==> config.mk <==
export PLATFORM = sky130hd
export DESIGN_NAME = tdm_mux
export DESIGN_NICKNAME = d
export VERILOG_FILES = /design/src/rtl/tdm_mux_pkg.sv /design/src/rtl/tdm_mux_dwell_counter.sv /design/src/rtl/tdm_mux.sv
export SDC_FILE = /design/constraint.sdc
export NUM_CORES = 1
export LEC_CHECK = 0
export BUFFER_PORTS_ARGS = -buffer_cell sky130_fd_sc_hd__buf_2
export CAP_MARGIN = 20
export CORE_MARGIN = 2
export CORE_UTILIZATION = 49
export CTS_BUF_LIST = sky130_fd_sc_hd__clkbuf_4
export CTS_CLUSTER_DIAMETER = 50
export DETAILED_ROUTE_END_ITERATION = 8
export PLACE_DENSITY = 0.79
export SLEW_MARGIN = 25
export SYNTH_ARGS = -nofsm -noshare
export SYNTH_HDL_FRONTEND = slang
export SYNTH_SLANG_ARGS = --single-unit
==> constraint.sdc <==
create_clock -name clk -period 2.35 [get_ports clk]
set_input_delay 0.235 -clock clk [delete_from_list [all_inputs] [get_ports clk]]
set_output_delay 0.235 -clock clk [all_outputs]
set_load 0.01 [all_outputs]
==> src/rtl/tdm_mux_pkg.sv <==
// Shared definitions for the TDM multiplexer.
//   state_e      : operating state (idle / manual select / channel scan)
//   MODE_*       : encoding of the mode input
//   next_state() : state selected by the en/mode inputs for the current cycle
package tdm_mux_pkg;

    typedef enum logic [1:0] {
        ST_IDLE   = 2'd0,
        ST_MANUAL = 2'd1,
        ST_SCAN   = 2'd2
    } state_e;

    localparam logic MODE_MANUAL = 1'b0;
    localparam logic MODE_SCAN   = 1'b1;

    function automatic state_e next_state(input logic en, input logic mode);
        if (!en) begin
            return ST_IDLE;
        end
        if (mode == MODE_SCAN) begin
            return ST_SCAN;
        end
        return ST_MANUAL;
    endfunction

endpackage

==> src/rtl/tdm_mux_dwell_counter.sv <==
// Dwell counter: counts 0..DWELL-1 while run is high, then wraps to 0.
//   clk   : clock (rising edge)
//   rst_n : asynchronous active-low reset, clears the count
//   run   : advance the count this cycle
//   clr   : synchronous clear, wins over run
//   tick  : high while running at the terminal count (DWELL-1)
module dwell_counter #(
    parameter int unsigned DWELL = 16
) (
    input  logic clk,
    input  logic rst_n,
    input  logic run,
    input  logic clr,
    output logic tick
);

    // DWELL=1 still needs a 1-bit register; it simply stays at 0.
    localparam int unsigned   CW   = (DWELL > 1) ? $clog2(DWELL) : 1;
    localparam logic [CW-1:0] LAST = CW'(DWELL - 1);

    logic [CW-1:0] cnt_q, cnt_d;

    assign tick = run && (cnt_q == LAST);

    always_comb begin
        cnt_d = cnt_q;
        if (clr) begin
            cnt_d = '0;
        end else if (run) begin
            cnt_d = (cnt_q == LAST) ? '0 : cnt_q + 1'b1;
        end
    end

    always_ff @(posedge clk or negedge rst_n) begin
        if (!rst_n) begin
            cnt_q <= '0;
        end else begin
            cnt_q <= cnt_d;
        end
    end

endmodule

==> src/rtl/tdm_mux.sv <==
// Time-division multiplexer: presents one of N_CH packed input channels on a
// registered output, either chosen by sel (manual) or scanned in turn with
// DWELL cycles per channel (scan).
//   clk, rst_n : clock (rising edge), asynchronous active-low reset
//   en         : block enable; low freezes outputs and scan position
//   mode       : 0 manual, 1 scan
//   sel        : manual channel select
//   din        : packed channels, channel k at din[k*WIDTH +: WIDTH]
//   dout, ch   : registered sample and the channel it came from
//   dout_valid : dout holds a sample taken on the last edge
//   wrap       : one-cycle pulse when scan returns to channel 0
module tdm_mux
    import tdm_mux_pkg::*;
#(
    parameter  int unsigned N_CH  = 4,
    parameter  int unsigned WIDTH = 8,
    parameter  int unsigned DWELL = 16,
    localparam int unsigned CHW   = $clog2(N_CH)
) (
    input  logic                  clk,
    input  logic                  rst_n,
    input  logic                  en,
    input  logic                  mode,
    input  logic [CHW-1:0]        sel,
    input  logic [N_CH*WIDTH-1:0] din,
    output logic [WIDTH-1:0]      dout,
    output logic [CHW-1:0]        ch,
    output logic                  dout_valid,
    output logic                  wrap
);

    localparam logic [CHW-1:0] LAST_CH = CHW'(N_CH - 1);

    state_e           state_q, state_d;
    logic [WIDTH-1:0] dout_q, dout_d;
    logic [CHW-1:0]   ch_q, ch_d;
    logic [CHW-1:0]   scan_ch_q, scan_ch_d;
    logic             valid_q, valid_d;
    logic             wrap_q, wrap_d;
    logic             pend_q, pend_d;
    logic [CHW-1:0]   scan_ch_cur;
    logic [CHW-1:0]   rd_ch;
    logic [WIDTH-1:0] rd_data;
    logic             sel_ok;
    logic             tick;

    // The state chosen by en/mode governs the sample taken on this edge, so
    // manual data lands one cycle after sel/din.
    assign state_d = next_state(en, mode);

    // Leaving MANUAL, scanning picks up at the channel last presented.
    assign scan_ch_cur = (state_q == ST_MANUAL) ? ch_q : scan_ch_q;

    assign sel_ok  = (32'(sel) < N_CH);
    assign rd_ch   = (state_d == ST_SCAN) ? scan_ch_cur : sel;
    assign rd_data = din[rd_ch*WIDTH +: WIDTH];

    dwell_counter #(
        .DWELL (DWELL)
    ) u_dwell (
        .clk   (clk),
        .rst_n (rst_n),
        .run   (state_d == ST_SCAN),
        .clr   (state_d == ST_MANUAL),
        .tick  (tick)
    );

    // pend_q remembers that the scan position wrapped to 0; wrap is raised
    // on the edge that actually presents channel 0, which may come after an
    // idle gap.
    always_comb begin
        dout_d    = dout_q;
        ch_d      = ch_q;
        valid_d   = 1'b0;
        wrap_d    = 1'b0;
        scan_ch_d = scan_ch_q;
        pend_d    = pend_q;
        unique case (state_d)
            ST_IDLE: begin
            end
            ST_MANUAL: begin
                pend_d = 1'b0;
                if (sel_ok) begin
                    dout_d  = rd_data;
                    ch_d    = sel;
                    valid_d = 1'b1;
                end
            end
            ST_SCAN: begin
                dout_d    = rd_data;
                ch_d      = scan_ch_cur;
                valid_d   = 1'b1;
                wrap_d    = pend_q;
                pend_d    = 1'b0;
                scan_ch_d = scan_ch_cur;
                if (tick) begin
                    if (scan_ch_cur == LAST_CH) begin
                        scan_ch_d = '0;
                        pend_d    = 1'b1;
                    end else begin
                        scan_ch_d = scan_ch_cur + 1'b1;
                    end
                end
            end
            default: begin
            end
        endcase
    end

    always_ff @(posedge clk or negedge rst_n) begin
        if (!rst_n) begin
            state_q   <= ST_IDLE;
            dout_q    <= '0;
            ch_q      <= '0;
            scan_ch_q <= '0;
            valid_q   <= 1'b0;
            wrap_q    <= 1'b0;
            pend_q    <= 1'b0;
        end else begin
            state_q   <= state_d;
            dout_q    <= dout_d;
            ch_q      <= ch_d;
            scan_ch_q <= scan_ch_d;
            valid_q   <= valid_d;
            wrap_q    <= wrap_d;
            pend_q    <= pend_d;
        end
    end

    assign dout       = dout_q;
    assign ch         = ch_q;
    assign dout_valid = valid_q;
    assign wrap       = wrap_q;

endmodule
After elaboration in Yosys (flattened, before gate mapping)
Cells that the tools add are included.
- word-level logic and storage cells: 38
- output and inout bits: 12
- register bits: 21
- input bits: 38
- eq/ne operators: 5
- reductions and logical operators: 3
- multiplexer cells: 19
- $add $sub $neg: 2
- shift operators: 1
- operator list (operator ; count):
    32-bit by 6-bit indexed part select with 8-bit output ; 1
    2-bit two-way mux ; 8
    4-bit two-way mux ; 3
    1-bit two-way mux ; 6
    4-bit by 1-bit adder with 4-bit output (second input constant) ; 1
    2-bit by 1-bit equality test with 1-bit output (second input constant) ; 2
    2-bit equality test (second input constant) ; 2
    4-bit equality test (second input constant) ; 1
    2-bit one-hot mux with 2 select lines ; 1
    2-bit by 1-bit adder with 2-bit output (second input constant) ; 1
    1-bit one-hot mux with 2 select lines ; 1
    2-bit nonzero test ; 1
    2-bit OR reduction ; 1
    1-bit logical AND ; 1

Longest topological paths before layout
Gate-level depths: netlist of the first run.
- word-level depth: 8
- gate-level depth with buffers: 7
- mapped depth without buffers: 6

Hierarchy
A second synthesis of the first run with hierarchy kept.
- cell total of the unflattened synthesis: 105
- area total of the unflattened synthesis: 1152.4 um^2
- modules (own cells, without submodules) (module ; sequential area each (um^2) ; area each (um^2) ; instances ; cells an instance):
    tdm_mux ; 425.4 ; 947.2 ; 1 ; 83
    dwell_counter ; 100.1 ; 205.2 ; 1 ; 22

Least setup slack after synthesis of the first run
Ideal clock, no wire load.
- path kind: flip-flop to flip-flop
- from: reg state_q[1]
- to: reg dout_q[0], in the netlist dout[0]
- arrival time: 1515 ps
- library setup time: 138 ps
- slack: 697 ps
- path buffers: 1
- stages on the path, launching flop included: 7
- clock period less this slack: 1653 ps
- required time: 2212 ps
- cell sequence: dfrtp_1 > nand2b_2 > mux2i_4 > a21oi_4 > buf_12 > mux2i_1 > o221ai_1
- word-level cells in the longest chain between the ends: 4
- RTL lines (what ; line ; RTL):
    start: declaration ; tdm_mux.sv:34 ; state_e state_q, state_d;
    start signal: assignment ; tdm_mux.sv:120 ; state_q <= state_d;
    2-bit by 1-bit equality test with 1-bit output ; tdm_mux.sv:52 ; assign scan_ch_cur = (state_q == ST_MANUAL) ? ch_q : scan_ch_q;
    2-bit two-way mux ; tdm_mux.sv:52 ;
    2-bit two-way mux ; tdm_mux.sv:55 ; assign rd_ch = (state_d == ST_SCAN) ? scan_ch_cur : sel;
    32-bit by 6-bit indexed part select with 8-bit output ; tdm_mux.sv:56 ; assign rd_data = din[rd_ch*WIDTH +: WIDTH];
    end signal: assignment ; tdm_mux.sv:121 ; dout_q <= dout_d;
    end: declaration ; tdm_mux.sv:35 ; logic [WIDTH-1:0] dout_q, dout_d;
Every way passes these cells.
A chain may end at the register's enable or synchronous reset.

Worst setup path after layout of the first run
- from: reg state_q[1]
- to: reg dout_q[5], in the netlist dout[5]
Same word-level chain as after synthesis.

==> reports/metrics.cfg, run 1 <==
[run_status]
status=completed

[global_routing]
grt_antenna_before_repair=0
grt_pass1_wl_mm=4.06
grt_use_total_pct=19.6
grt_max_degree=22
grt_pass1_vias=972
overflow=0

[clocking]
clk_pin_slew_worst_paths_ns=0.11
htreeDepth=1
cts_inserted_buffers=3
cts_tree=yes
cts_buffer_depth=2
clk_latency_ns=0.29
cts_resized=0
root_buffer=clkbuf_4
cts_sinks=21

[sta]
setup_ws_ns=0.622
hold_violations=0
finalCritPeriodShare_pct=73.5
clock_skew_ns=0.00571
fin_setup_tns_ns=0
setup_viol=0
rsz0062_at_grt=no
fin_crit_ns=1.73
slew_viol_final=0
worst_pin_slew_ns=0.465
relSlewSlack_pct=69.0
fmax_ghz=0.579

[layout]
final_cell_mix=buf_2 (49), dfrtp_1 (21), mux2i_1 (17)
final_nets=195
n_antenna_cell=0
multiInputGateArea_sq_um=572
mostFrequentLayoutCell=buf_2
drive_above_1_share_pct=41.6
fill_cells=180
stdcell_count=182
fin_area_sq_um=1450
register_area_sq_um=526
area_growth_pct=24.7

[setup_path]
cp_max_fo=9
crit_path_end_kind=flip-flop
critPathLaunchType=flip-flop
worstRegToRegCells=5
startpoint=state_q[1]
reg2reg_from=state_q[1]
cp.arrival_ns=1.88
worstSetupPathType=reg -> reg
required_ns=2.51

[routing]
viasPerCell=5.23
vias=951
wl_per_cell_um=13.4
first_pass_iters=4
routed_wl_mm=2.45
drt_iter0_drc=13
antenna_left=0
drcViolationCount=0

[logic_synthesis]
synth_fp_nets=145
ys_seq_area_share_pct=45.1
yosys_warnings=0
ys_ff_latch=21
netlist_instances=105
syn_area_sq_um=1160
syn_area_per_cell_sq_um=11.1
synth_cell_types=29

[floorplan]
fp.dieH_um=52.8
pin_count=50
initial_utilization_pct=52.2
fp-row-count=17
dieArea_sq_um=2780
die_w_um=52.8
coreArea_sq_um=2230

[min_path]
hold_depth=1
worstHoldPathType=in -> reg
min_from=en

[power]
power_leakage_uw=0.000757
ir_worst_vdd_mv=0.349
power.density_nw_per_um2=611
finalPower_uw=888

[placed_design]
placed_cell_area_sq_um=1410
post-place-ws_ns=0.594
numPortBuffers=49
place_inst=177
hpwl_mm=1.92
gp_congestion=0.813

[flow_run]
drv_cap=0

## cell type report
| cell class | count | area share, % |
|---|---|---|
| Timing Repair Buffer | 51 | 18.1 |
| Tap cell | 28 | 2.41 |
| Inverter | 6 | 1.89 |
| Multi-Input combinational cell | 72 | 39.4 |
| Clock buffer | 4 | 2.07 |
| Sequential cell | 21 | 36.2 |
## power by group
| part | total, uW | internal [uW] | switching, uW |
|---|---|---|---|
| clock network | 178 | 77.4 | 100 |
| registers | 449 | 412 | 37.0 |
| logic | 262 | 128 | 134 |
| total | 888 | 617 | 271 |
## sequential cells by signal (all words and copies together) (netlist names)
| register | flops |
|---|---|
| ch | 2 |
| dout | 8 |
| dout_valid | 1 |
| pend_q | 1 |
| scan_ch_q | 2 |
| state_q | 2 |
| u_dwell.cnt_q | 4 |
| wrap | 1 |
## synthesized netlist by cell type (all sizes together)
library cell	number	share of area (%)
a21oi	4	2.7
a31o	1	0.75
and2b	1	0.75
and3	1	0.54
buf	2	2.1
clkbuf	4	1.3
clkinv	1	0.75
dfrtp	21	45
ha	2	2.1
inv	5	1.6
mux2	2	1.9
mux2i	18	17
nand2	7	2.9
nand2b	11	6.1
nand3	1	0.43
nand4	1	0.54
nor2	4	1.9
nor2b	1	0.54
o21ai	6	2.6
o221ai	8	6.0
o31ai	2	1.3
or2b	1	0.64
xor2	1	0.75
## routing by layer
layer / global-route usage (%) / vias up / wire [um]
met2: 36.5 / 27 / 1320
met4: 4.27 / 0 / 11
met5: 0 / - / 0
li1: - / 472 / -
met1: 24.5 / 450 / 1010
met3: 1.71 / 2 / 111
## per-stage QoR
stage / utilization [%] / hold WS (ns)
floorplan: - / -0.0606
global placement: 63.2 / 0.212
detailed placement: 63.2 / 0.217
CTS: 65.0 / 0.222
global route: 65.0 / 0.235
finish: 65.0 / 0.239
## logic make-up (layout without fill, tap and decap cells)
family / Yosys count / count (layout) / share of synthesized area, %
AND/OR/NAND/NOR: 28 / 28 / 14.4
flip-flops: 21 / 21 / 45.1
buffers and inverters: 12 / 61 / 5.80
adder cells (fa/ha/maj): 2 / 2 / 2.15
multiplexers: 20 / 20 / 18.5
XOR/XNOR: 1 / 1 / 0.752
AO/OA/AOI/OAI: 21 / 21 / 13.3
## critical path, cell delays in order (launching register included)
cell and delay (ns):
dfrtp_1 0.37, nand2b_2 0.21, mux2_2 0.31, mux2i_1 0.17
nand2b_1 0.35, o221ai_1 0.19
## worst paths after layout
path,endpoint,slack (ns)
hold / removal,dout_valid,0.24
setup reg to reg,dout[5],0.62
min in group asynchronous,u_dwell.cnt_q[1],0.43
max in group asynchronous,ch[1],1.60
setup / recovery,dout[5],0.62
hold reg to reg,scan_ch_q[1],0.50
## repair_timing
| action | CTS | global route |
|---|---|---|
| setup endpoints to repair | 0 | 0 |
| buffers inserted | 0 | 0 |
| hold buffers | 1 | 0 |
| hold endpoints to repair | 21 | 0 |
Power figures use the tool's default switching activity.
==> inputs of run 2 (changes only) <==
--- a/config.mk
+++ b/config.mk
@@ -8,11 +8,11 @@
 export BUFFER_PORTS_ARGS = -buffer_cell sky130_fd_sc_hd__buf_2
 export CAP_MARGIN = 20
 export CORE_MARGIN = 2
-export CORE_UTILIZATION = 49
+export CORE_UTILIZATION = 44
 export CTS_BUF_LIST = sky130_fd_sc_hd__clkbuf_4
 export CTS_CLUSTER_DIAMETER = 50
 export DETAILED_ROUTE_END_ITERATION = 8
-export PLACE_DENSITY = 0.79
+export PLACE_DENSITY = 0.75
 export SLEW_MARGIN = 25
 export SYNTH_ARGS = -nofsm -noshare
 export SYNTH_HDL_FRONTEND = slang
==> constraint.sdc (replaced) <==
create_clock -name clk -period 1.5 [get_ports clk]
set_input_delay 0.15 -clock clk [delete_from_list [all_inputs] [get_ports clk]]
set_output_delay 0.15 -clock clk [all_outputs]
set_load 0.01 [all_outputs]
==> run 2 against run 1 <==
  * The run now ends with setup timing left
  * Sequential cell count is the same
  * Count of clock-buffer cells in the layout down 1
  * First-iteration DRC count rose by 85%
  * Non-clock buffer count increased by 4
  * Largest cell class unchanged
==> reports/metrics.cfg, run 2 (synthesis gave the netlist of run 1 again) <==
[run_status]
status=finished with violations
violations=setup timing

[global_routing]
grt_pass1_vias=1038  ; +6.8%
overflow=0  ; unchanged
grt_use_total_pct=19.8  ; +0.10 points
grt_max_degree=22  ; unchanged
grt_pass1_wl_mm=4.80  ; +18%
grt_antenna_before_repair=0  ; unchanged

[setup_path]
crit_path_max_incr_delay_ns=0.39  ; +0.02 ns
path_cells=nand2b_4 > mux2i_4 > a21oi_4 > buf_12 > mux2i_1 > o221ai_2
slowest_stage=dfrtp_1
cp_max_fo=16  ; +7
cp_top_family=multiplexers
path_depth=6  ; +1
crit_buf_inv=1  ; +1
worstRegToRegCells=6  ; +1
worstSetupPathType=reg -> reg
required_ns=1.70  ; -0.81 ns
critPathLaunchType=flip-flop
crit_path_end_kind=flip-flop
cp.arrival_ns=1.83  ; -0.05 ns

[routing]
vias=985  ; +3.6%
antenna_left=0  ; unchanged
viasPerCell=5.24  ; +0.27%
routed_wl_mm=2.83  ; +16%
drt_iter0_drc=24  ; +11
wl_per_cell_um=15.1  ; +12%
drcViolationCount=0  ; unchanged
first_pass_iters=4  ; unchanged

[floorplan]
fp.dieH_um=55.5  ; +5.1%
dieArea_sq_um=3080  ; +10%
fp-row-count=18  ; +1
coreArea_sq_um=2500  ; +12%
initial_utilization_pct=46.6  ; -5.6 points
die_w_um=55.5  ; +5.1%
pin_count=50  ; unchanged

[clocking]
htreeDepth=1  ; unchanged
root_buffer=clkbuf_4
clk_pin_slew_worst_paths_ns=0.13  ; +0.02 ns
clk_latency_ns=0.32  ; +0.03 ns
cts_buffer_depth=2  ; unchanged
cts_inserted_buffers=3  ; unchanged
cts_sinks=21  ; unchanged
cts_tree=yes

[sta]
setup_ws_ns=-0.131  ; -0.753 ns
setup_viol=9  ; +9
relSlewSlack_pct=68.0  ; -1.0 points
clock_skew_ns=0.0147  ; +0.00903 ns
slew_viol_final=0  ; unchanged
whs_ns=0.112  ; -0.126 ns
fin_setup_tns_ns=-0.831  ; -0.831 ns
rsz0062_at_grt=yes
fin_crit_ns=1.63  ; -0.0966 ns
finalCritPeriodShare_pct=109  ; +35 points
worst_pin_slew_ns=0.481  ; +0.0157 ns
fmax_ghz=0.613  ; +5.9%
hold_violations=0  ; unchanged

[min_path]
worstHoldPathType=in -> reg
hold_depth=3  ; +2

[layout]
drive_above_1_share_pct=53.8  ; +12 points
final_cell_mix=buf_2 (49), dfrtp_1 (21), mux2i_1 (11)
final_nets=199  ; +2.1%
fill_cells=188  ; +4.4%
area_growth_pct=40.0
stdcell_count=188  ; +3.3%
mostFrequentLayoutCell=buf_2
fin_area_sq_um=1630  ; +12%
largest_reg_flops=8  ; unchanged
final_core_util_pct=65.2  ; +0.17 points
n_antenna_cell=0  ; unchanged

[power]
power_leakage_uw=0.000796  ; +5.2%
power.density_nw_per_um2=945  ; +55%
ir_worst_vdd_mv=0.527  ; +51%

[placed_design]
place_inst=183  ; +3.4%
hpwl_mm=2.05  ; +6.7%
numPortBuffers=49  ; unchanged
gp_congestion=0.850  ; +4.5%
placed_cell_area_sq_um=1460  ; +3.5%

[flow_run]
drv_cap=0  ; unchanged

run 2: cell types whose count changed in the layout (fill, tap and decap cells not counted), sizes merged:
| cell | before | now |
|---|---|---|
| clkinvlp | 0 | 1 |
| clkbuf | 4 | 3 |
| buf | 50 | 54 |
run 2: per-stage QoR:
| step | power (uW) | setup slack, ns |
|---|---|---|
| 2_1_floorplan | 975 | -0.0745 |
| 3_3_place_gp | 1140 | -0.0153 |
| 3_5_place_dp | 1160 | -0.0791 |
| 4_1_cts | 1520 | -0.105 |
| 5_1_grt | 1640 | -0.199 |
| 6_report | 1540 | -0.131 |
run 2: metal layers:
metal  global-route usage [%]  share of wire [%]
met1                     23.4                 41
met2                     35.5                 54
met3                     2.58                3.0
met4                     8.36                2.5
met5                        0                  0
run 2: layout make-up:
| type | count | area [sq um] | share of cell area (%) |
|---|---|---|---|
| clock buffers | 3 | 22.5 | 1.38 |
| clock inverters | 1 | 7.51 | 0.460 |
| inverters | 6 | 27.5 | 1.69 |
| multi-input cells | 72 | 697 | 42.7 |
| flip-flops and latches | 21 | 526 | 32.2 |
| well taps | 30 | 37.5 | 2.30 |
| repair buffers | 55 | 313 | 19.2 |
run 2: power breakdown:
group / switching, uW / internal (uW) / leakage [uW]
combinational: 268 / 279 / 0.000514
clock: 189 / 102 / 0.0000139
sequential: 57.9 / 645 / 0.000268
total: 515 / 1030 / 0.000796
run 2: what timing repair did:
action,in CTS,in global routing
endpoints found under the setup margin,10,10
cloned,0,0
buffers inserted,0,0
endpoints found under the hold margin,21,0
resized for setup,14,11
hold buffers,1,0
pin swaps,5,0
run 2: worst register-to-register path, delay by kind of cell, from the launching register on:
family,cells,cell delay (ns)
mux,2,0.48
simple gates,1,0.16
flops,1,0.39
compound gates,2,0.29
buf+inv,1,0.19
run 2: path summary, 6_finish.rpt:
path	to	from	slack, ns
worst max-delay path	dout[6]	state_q[1]	-0.13
worst min-delay path	wrap	en	0.11
min in group asynchronous	u_dwell.cnt_q[1]	rst_n	0.30
worst min register to register	scan_ch_q[1]	scan_ch_q[1]	0.51
max in group asynchronous	dout[7]	rst_n	0.86
worst max register to register	dout[6]	state_q[1]	-0.13
==> inputs of run 3 (changes only) <==
--- a/config.mk
+++ b/config.mk
@@ -7,13 +7,16 @@
 export LEC_CHECK = 0
 export BUFFER_PORTS_ARGS = -buffer_cell sky130_fd_sc_hd__buf_2
 export CAP_MARGIN = 20
+export CELL_PAD_IN_SITES_DETAIL_PLACEMENT = 0
+export CELL_PAD_IN_SITES_GLOBAL_PLACEMENT = 1
 export CORE_MARGIN = 2
-export CORE_UTILIZATION = 44
+export CORE_UTILIZATION = 33
 export CTS_BUF_LIST = sky130_fd_sc_hd__clkbuf_4
 export CTS_CLUSTER_DIAMETER = 50
 export DETAILED_ROUTE_END_ITERATION = 8
-export PLACE_DENSITY = 0.75
+export PLACE_DENSITY = 0.82
 export SLEW_MARGIN = 25
 export SYNTH_ARGS = -nofsm -noshare
 export SYNTH_HDL_FRONTEND = slang
 export SYNTH_SLANG_ARGS = --single-unit
+export TNS_END_PERCENT = 50
==> run 3 against run 2 <==
  * Critical path type unchanged
  * Clock skew decreased by 0.0097 ns
  * Sequential cell count unchanged
  * Cell area rose by 1.3%
  * Setup slack better by 0.030 ns
  * Critical path depth unchanged
  * Fmax is 1.9% higher
  * Register-to-register slack better by 0.03 ns
  * The flow still finishes with violations (setup timing)
  * Core utilization fell by 16 points
==> reports/metrics.cfg, run 3 (synthesis gave the netlist of run 1 again) <==
[run_status]
status=finished with violations
violations=setup timing

[floorplan]
dieArea_sq_um=4020  ; +31%
die_w_um=63.4  ; +14%
coreArea_sq_um=3360  ; +35%
fp-row-count=21  ; +3
initial_utilization_pct=34.6  ; -12 points
fp.dieH_um=63.4  ; +14%
pin_count=50  ; unchanged

[setup_path]
worstRegToRegCells=6  ; unchanged
required_ns=1.69  ; about the same
startpoint=state_q[1]
cp.arrival_ns=1.79  ; -0.04 ns
rrSetupSlack_ns=-0.10  ; +0.03 ns
worstSetupPathType=reg -> reg
crit_path_end_kind=flip-flop
cp_max_fo=16  ; unchanged
critPathLaunchType=flip-flop
crit_end=dout[1]
reg2reg_from=state_q[1]
timing.rr.end=dout[1]

[global_routing]
grt_use_total_pct=14.8  ; -4.9 points
grt_pass1_vias=1038  ; unchanged
grt_max_degree=22  ; unchanged
grt_antenna_before_repair=0  ; unchanged
overflow=0  ; unchanged
grt_pass1_wl_mm=4.73  ; -1.4%

[sta]
fmax_ghz=0.625  ; +1.9%
finalCritPeriodShare_pct=107  ; -2.0 points
rsz0062_at_grt=yes
fin_crit_ns=1.60  ; -0.0302 ns
hold_violations=0  ; unchanged
setup_viol=9  ; unchanged
setup_ws_ns=-0.101  ; +0.0302 ns
slew_viol_final=0  ; unchanged
relSlewSlack_pct=67.6  ; -0.38 points
clock_skew_ns=0.00498  ; -0.00975 ns
worst_pin_slew_ns=0.486  ; +0.00575 ns

[placed_design]
place_inst=199  ; +8.7%
placed_cell_area_sq_um=1480  ; +1.4%
post-place-ws_ns=-0.111  ; -0.0319 ns
numPortBuffers=49  ; unchanged
hpwl_mm=2.00  ; -2.6%
gp_congestion=0.768  ; -9.7%

[power]
power_leakage_uw=0.000809  ; +1.6%
power.density_nw_per_um2=932  ; -1.3%
ir_worst_vdd_mv=0.483  ; -8.3%
finalPower_uw=1540  ; about the same

[layout]
final_core_util_pct=49.1  ; -16 points
area_growth_pct=41.8
final_cell_mix=buf_2 (49), dfrtp_1 (21), mux2i_1 (13)
drive_above_1_share_pct=52.8  ; -0.97 points
mostFrequentLayoutCell=buf_2
final_nets=200  ; +0.50%
fin_area_sq_um=1650  ; +1.3%
stdcell_count=205  ; +9.0%
largest_reg_flops=8  ; unchanged
fill_cells=335  ; +78%
n_antenna_cell=0  ; unchanged

[clocking]
root_buffer=clkbuf_4
cts_tree=yes
clk_pin_slew_worst_paths_ns=0.12  ; about the same
cts_buffer_depth=2  ; unchanged
cts_inserted_buffers=3  ; unchanged
clk_latency_ns=0.30  ; -0.02 ns
cts_sinks=21  ; unchanged
htreeDepth=1  ; unchanged

[routing]
first_pass_iters=4  ; unchanged
vias=994  ; +0.91%
drt_iter0_drc=33  ; +38%
drcViolationCount=0  ; unchanged
wl_per_cell_um=14.0  ; -7.2%
routed_wl_mm=2.87  ; +1.2%
antenna_left=0  ; unchanged
viasPerCell=4.85  ; -7.5%

[min_path]
worstHoldPathType=in -> reg

[flow_run]
drv_cap=0  ; unchanged

-- run 3: worst min path at each step --
| stage | startpoint | cells after the start | to | slack (ns) |
|---|---|---|---|---|
| global route | din[3] | 3 | dout[3] | 0.13 |
| global placement | rst_n | 1 | pend_q | 0.13 |
| floorplan | rst_n | 0 | ch[0] | -0.15 |
| CTS | din[3] | 3 | dout[3] | 0.13 |
| finish | din[3] | 3 | dout[3] | 0.14 |
| detailed placement | rst_n | 1 | wrap | 0.14 |
-- run 3: layer usage --
metal	track usage, %	share of wire, %	vias to the layer above
met5	0	0	-
met2	25.8	50	45
met4	4.89	0.42	0
met1	17.5	40	466
li1	-	-	481
met3	4.29	9.4	2
-- run 3: through the flow --
stage	hold WS, ns	TNS [ns]
after CTS	0.128	-0.593
final	0.136	-0.654
after global placement	0.130	-0.0786
after detailed placement	0.144	-0.871
after global routing	0.133	-1.18
after floorplan	-0.146	-0.537
-- run 3: power by group --
part / switching (uW) / total, uW / internal (uW)
clock: 176 / 297 / 122
sequential: 59.2 / 704 / 645
combinational: 262 / 539 / 277
-- run 3: area by class of cell --
type	instances	area (sq um)	share of cell area [%]
multi-input combinational	72	691	41.8
timing repair buffer	56	320	19.4
tap	46	57.6	3.48
sequential	21	526	31.8
inverter	6	27.5	1.67
clock buffer	4	30.0	1.82
-- run 3: critical path, stage by stage, from the launching register on --
cell and delay, ns:
dfrtp_1 0.38, nand2b_4 0.16, mux2i_4 0.20, a21oi_4 0.16
buf_12 0.19, mux2i_1 0.25, o221ai_2 0.13
-- run 3: repair_timing --
| item | in CTS | in global routing |
|---|---|---|
| hold buffers | 1 | 0 |
| setup buffers | 0 | 0 |
| gates resized for setup | 15 | 9 |
| cloned | 1 | 0 |
| hold endpoints to repair | 21 | 0 |
| pin swaps | 6 | 0 |
| setup endpoints to repair | 10 | 10 |
